==> src/rtl/imem_stim_driver.sv <==
// imem_stim_driver: instruction-memory stimulus source for the sodor_formal
// harness. Serves words from a run-time-loadable program table, either
// cycle-indexed (mode 0, zero latency) or address-indexed with a fixed
// LATENCY-cycle response pipeline (mode 1). Keeps the harness cycle counter
// and raises a sticky done after MAX_CYCLES.
// Optional build macro: IMEM_STIM_STALL_EN adds LFSR-driven stall cycles.
module imem_stim_driver #(
  parameter int              DEPTH      = 2,
  parameter int              WORD       = 32,
  parameter int              LATENCY    = 1,
  parameter int              MAX_CYCLES = 100,
  parameter logic [WORD-1:0] INIT_W0    = 32'h04002283,
  parameter logic [WORD-1:0] INIT_W1    = 32'h00200313,
  parameter logic [WORD-1:0] NOP_WORD   = 32'h00000013
) (
  input  logic                     clk,
  input  logic                     reset,
  input  logic                     mode,
  input  logic                     cfg_wr_en,
  input  logic [$clog2(DEPTH)-1:0] cfg_wr_idx,
  input  logic [WORD-1:0]          cfg_wr_data,
  input  logic                     req_valid,
  input  logic [31:0]              req_addr,
  output logic                     req_ready,
  output logic                     resp_valid,
  output logic [WORD-1:0]          resp_data,
  output logic [31:0]              cycle_cnt,
  output logic                     done
);

  localparam int IDX_W = $clog2(DEPTH);
  localparam logic [31:0] MAX_CNT = 32'(MAX_CYCLES);

  // Program table and per-entry reset contents
  logic [WORD-1:0] table_q [DEPTH];

  function automatic logic [WORD-1:0] init_word(input int idx);
    if (idx == 0)      return INIT_W0;
    else if (idx == 1) return INIT_W1;
    else               return NOP_WORD;
  endfunction

  // Run bookkeeping
  logic [31:0] cycle_cnt_q, cycle_cnt_d;
  logic        done_q, done_d;
  logic        mode_q;

  // Address-mode response pipeline; stage LATENCY-1 drives the output
  logic [LATENCY-1:0] pipe_v_q;
  logic [WORD-1:0]    pipe_d_q [LATENCY];

  logic             stall;
  logic             accept;
  logic             flush;
  logic             mode0_valid;
  logic             mode1_valid;
  logic [IDX_W-1:0] cnt_idx;
  logic [IDX_W-1:0] req_idx;
  logic             unused_addr_bits;

`ifdef IMEM_STIM_STALL_EN
  logic [15:0] lfsr_q;

  // Fibonacci LFSR, taps 16,14,13,11, shifting toward bit 0 every cycle
  always_ff @(posedge clk) begin
    if (reset) begin
      lfsr_q <= 16'hACE1;
    end else begin
      lfsr_q <= {lfsr_q[0] ^ lfsr_q[2] ^ lfsr_q[3] ^ lfsr_q[5], lfsr_q[15:1]};
    end
  end

  assign stall = (lfsr_q[1:0] == 2'b00);
`else
  assign stall = 1'b0;
`endif

  // Only the word-index bits of the byte address select a table entry
  assign req_idx          = req_addr[2 +: IDX_W];
  assign unused_addr_bits = ^{req_addr[31:2+IDX_W], req_addr[1:0]};
  assign cnt_idx          = cycle_cnt_q[IDX_W-1:0];

  // A mode change discards everything in flight, including this cycle's accept
  assign flush = (mode != mode_q);

  assign req_ready   = !reset && mode_q && !done_q && !stall;
  assign accept      = req_valid && req_ready;
  assign mode0_valid = !reset && !mode_q && !done_q && !stall;
  // In-flight responses drain even after done
  assign mode1_valid = !reset && mode_q && pipe_v_q[LATENCY-1];

  assign resp_valid = mode0_valid || mode1_valid;
  assign resp_data  = mode0_valid ? table_q[cnt_idx] :
                      mode1_valid ? pipe_d_q[LATENCY-1] : '0;
  assign cycle_cnt  = cycle_cnt_q;
  assign done       = done_q;

  // Counter advances until it lands on MAX_CYCLES, where done goes high together
  always_comb begin
    cycle_cnt_d = cycle_cnt_q;
    done_d      = done_q;
    if (!done_q) begin
      cycle_cnt_d = cycle_cnt_q + 32'd1;
      done_d      = (cycle_cnt_d == MAX_CNT);
    end
  end

  // Counter, done flag and the effective mode (adopted one cycle after the input)
  always_ff @(posedge clk) begin
    if (reset) begin
      cycle_cnt_q <= '0;
      done_q      <= 1'b0;
      mode_q      <= mode;
    end else begin
      cycle_cnt_q <= cycle_cnt_d;
      done_q      <= done_d;
      mode_q      <= mode;
    end
  end

  // Program table: reset restores init contents; writes land at the edge so
  // a same-cycle read still sees the old word
  always_ff @(posedge clk) begin
    if (reset) begin
      for (int i = 0; i < DEPTH; i++) begin
        table_q[i] <= init_word(i);
      end
    end else if (cfg_wr_en) begin
      table_q[cfg_wr_idx] <= cfg_wr_data;
    end
  end

  // Response pipeline valids: shift by one stage per cycle, cleared on flush
  always_ff @(posedge clk) begin
    if (reset) begin
      pipe_v_q <= '0;
    end else begin
      pipe_v_q[0] <= accept && !flush;
      for (int i = 1; i < LATENCY; i++) begin
        pipe_v_q[i] <= pipe_v_q[i-1] && !flush;
      end
    end
  end

  // Response pipeline data: word captured from the table in the accept cycle
  always_ff @(posedge clk) begin
    pipe_d_q[0] <= table_q[req_idx];
    for (int i = 1; i < LATENCY; i++) begin
      pipe_d_q[i] <= pipe_d_q[i-1];
    end
  end

endmodule
==> config.mk <==
export PLATFORM = sky130hd
export DESIGN_NAME = imem_stim_driver
export DESIGN_NICKNAME = d
export VERILOG_FILES = /design/src/rtl/imem_stim_driver.sv
export SDC_FILE = /design/constraint.sdc
export NUM_CORES = 1
export LEC_CHECK = 0
export CORE_MARGIN = 2
export CORE_UTILIZATION = 39
export DETAILED_ROUTE_END_ITERATION = 7
export PLACE_DENSITY = 0.71
export SKIP_CTS_REPAIR_TIMING = 1
export SLEW_MARGIN = 20
export SYNTH_ARGS = -nofsm -noshare
export SYNTH_HDL_FRONTEND = slang
export SYNTH_SLANG_ARGS = --single-unit
==> constraint.sdc <==
create_clock -name clk -period 3.1 [get_ports clk]
set_input_delay 0.62 -clock clk [delete_from_list [all_inputs] [get_ports clk]]
set_output_delay 0.62 -clock clk [all_outputs]
set_load 0.1 [all_outputs]
==> results.cfg <==
[logic_synthesis]
ys.flop_type = dfxtp_1
synthArstFlopShare = 0
yosys-top-cells-area = edfxtp_1 31%, dfxtp_1 22%, mux2i_1 6.1%, mux2_2 5.8%, and2_1 5.4%
synthDistinctLibCells = 50
synth_top_cell_by_area = edfxtp_1
ys_seq_area_frac = 0.525
postSynthCellCount = 589
synth.avg_cell_area_um2 = 10.6
yosys_warnings = 0
synth-edff-count = 64
synth_top_area_frac = 0.308
syn_nets = 661
synth-seq-cells = 132
syn_area_um2 = 6250

[layout]
final_core_util = 0.529
layout_common_cells = 65 x dfxtp_1, 64 x edfxtp_1, 54 x and2_1, 51 x nand2_1, 49 x nor2_1
syn2layout_area_growth_pct = 33.6
final_common_cell = dfxtp_1
final_cells = 915
drive_gt1_frac = 0.235
finalNetCount = 758
diodes = 0

[clock_network]
htreeDepth = 4
clockBufferDepth = 2
path_clk_slew_ns = 0.06
clock_sinks = 132
cts_tree = yes
cts_buffers = 17
ctsRootBufferMaster = clkbuf_16
clk_latency_ns = 0.42

[global_route]
gr-total-overflow = 0
grt_use_total = 0.177
grt_max_degree = 33
grt_pass1_wl_mm = 22.8
grt_pass1_vias = 4518
antenna_found_initial = 1

[power_and_ir_drop]
p_comb_frac = 0.139
sw_frac_of_total = 0.270
power.switching_mw = 1.19
internal-power_mw = 3.22
p_clk_frac = 0.405
ir_drop_v = 0.000380
pwr-share-seq = 0.456
pwr_density_cell_nw_per_um2 = 528
leakagePower_nw = 3.12
power_mw = 4.41

[drt]
dr_total_vias = 4581
first_pass_iters = 4
wl_per_cell_um = 15.8
drc = 0
ant_nets = 0
vias_per_cell = 5.01
first_iter_violations = 327
wl_mm = 14.5

[worst_setup_path]
worstPathMaxFanout = 32
path_delay_family = buffers and inverters
critical_path_class = in -> out
arrival_ns = 2.19
worstPathCellList = clkdlybuf4s50_1, or3_1, buf_12, o21ai_1, buf_12
slowest_delay_ns = 0.43
crit_slowest_cell = clkdlybuf4s50_1
startpoint_type = input port
cp_common_cell = buf_12
crit_path_end_kind = output port
crit_required_ns = 2.48
crit_buf_inv = 3

[timing]
rsz0062_at_grt = false
layout_setup_ws_ns = 0.291
worstMarginPinSlew_ns = 0.881
fmaxAchievable_mhz = 356
slew_violations = 0
finalCriticalPeriod_ns = 2.81
maxSlewHeadroom = 0.413
timing.final.crit_share = 0.906
finClkSkew_ns = 0.00707
final-setup-viol-count = 0
hold_viol_final = 0

[placed_design]
portBuffers = 105
dp_hpwl_mm = 9.56
gp_congestion = 0.888
pre_cts_ws_ns = 0.285
place_inst = 883

[floorplan]
rows = 46
die_h_um = 131
core_area_um2 = 15800
io_pins = 137
die_area_um2 = 17100
dieWidth_um = 131
start_util = 0.396

[outcome]
status = completed

[run]
maxCapViolations = 0

[min_path]
holdCritPathClass = reg -> reg
==> worst reg2reg max path, delay by kind of cell, from the launching register on <==
| kind | cells | cell delay, ns |
|---|---|---|
| AO/OA/AOI/OAI | 3 | 1.08 |
| flip-flops | 1 | 0.48 |
| AND/OR/NAND/NOR | 3 | 0.76 |
| adder cells (fa/ha/maj) | 1 | 0.29 |
==> per-layer routing <==
metal | share of wire | GRT usage | vias up
met5 | 0.00076 | 0 | -
met4 | 0.014 | 0.0607 | 2
met3 | 0.062 | 0.0550 | 21
met2 | 0.50 | 0.318 | 118
met1 | 0.42 | 0.199 | 2192
li1 | - | - | 2248
==> synthesized netlist by cell type, types with 9 or more instances <==
cell / count
buf_2: 9
o21ai_0: 33
dfxtp_1: 68
nor3_1: 14
mux2i_1: 38
edfxtp_1: 64
xnor2_1: 16
nand2_1: 51
nand3_1: 19
clkbuf_1: 21
nand2b_1: 17
xor2_1: 27
mux2_2: 32
nor2_1: 50
and2_1: 54
==> cell families after synthesis <==
| family | after synthesis | share of synthesized area |
|---|---|---|
| compound gates | 47 | 0.0442 |
| mux | 70 | 0.119 |
| buf+inv | 42 | 0.0282 |
| xor+xnor | 43 | 0.0603 |
| simple gates | 253 | 0.219 |
| flops | 132 | 0.525 |
| fa+ha+maj | 2 | 0.00400 |
==> layout make-up <==
class                   count  area, um2
inverters                   3       11.3
clock buffers              17        425
fillers                  1370       7420
well taps                 216        270
clock inverters            15        110
flip-flops and latches    132       3290
multi-input cells         415       2810
repair buffers            117       1440
==> registers in the layout (all words and copies together) (netlist names), named ones only <==
signal,cells
table_q,64
cycle_cnt,32
pipe_d_q,32
done,1
mode_q,1
pipe_v_q,1
==> through the flow <==
step	TNS (ns)	instance area (um2)	hold WS, ns
after floorplan	-14.62	6260	0.475
after global placement	0	7810	0.476
after detailed placement	0	7810	0.489
after CTS	0	8350	0.499
after global routing	0	8350	0.509
final	0	8350	0.497
==> path summary, 6_finish.rpt <==
path | from | endpoint | slack, ns | cells past startpoint
max reg2reg | cycle_cnt[0] | done | 0.39 | 7
max | reset | resp_data[8] | 0.29 | 5
min | table_q[0][30] | pipe_d_q[0][30] | 0.50 | 1
min reg2reg | table_q[0][30] | pipe_d_q[0][30] | 0.50 | 1
==> power groups by stage <==
stage / clock network, mW / logic [mW] / registers, mW
5_1_grt: 1.89 / 0.641 / 2.03
6_report: 1.79 / 0.611 / 2.01
2_1_floorplan: 0 / 0.370 / 2.05
3_5_place_dp: 0 / 0.613 / 2.05
4_1_cts: 1.82 / 0.616 / 2.01
3_3_place_gp: 0 / 0.603 / 2.04
Power figures use the tool's default switching activity.
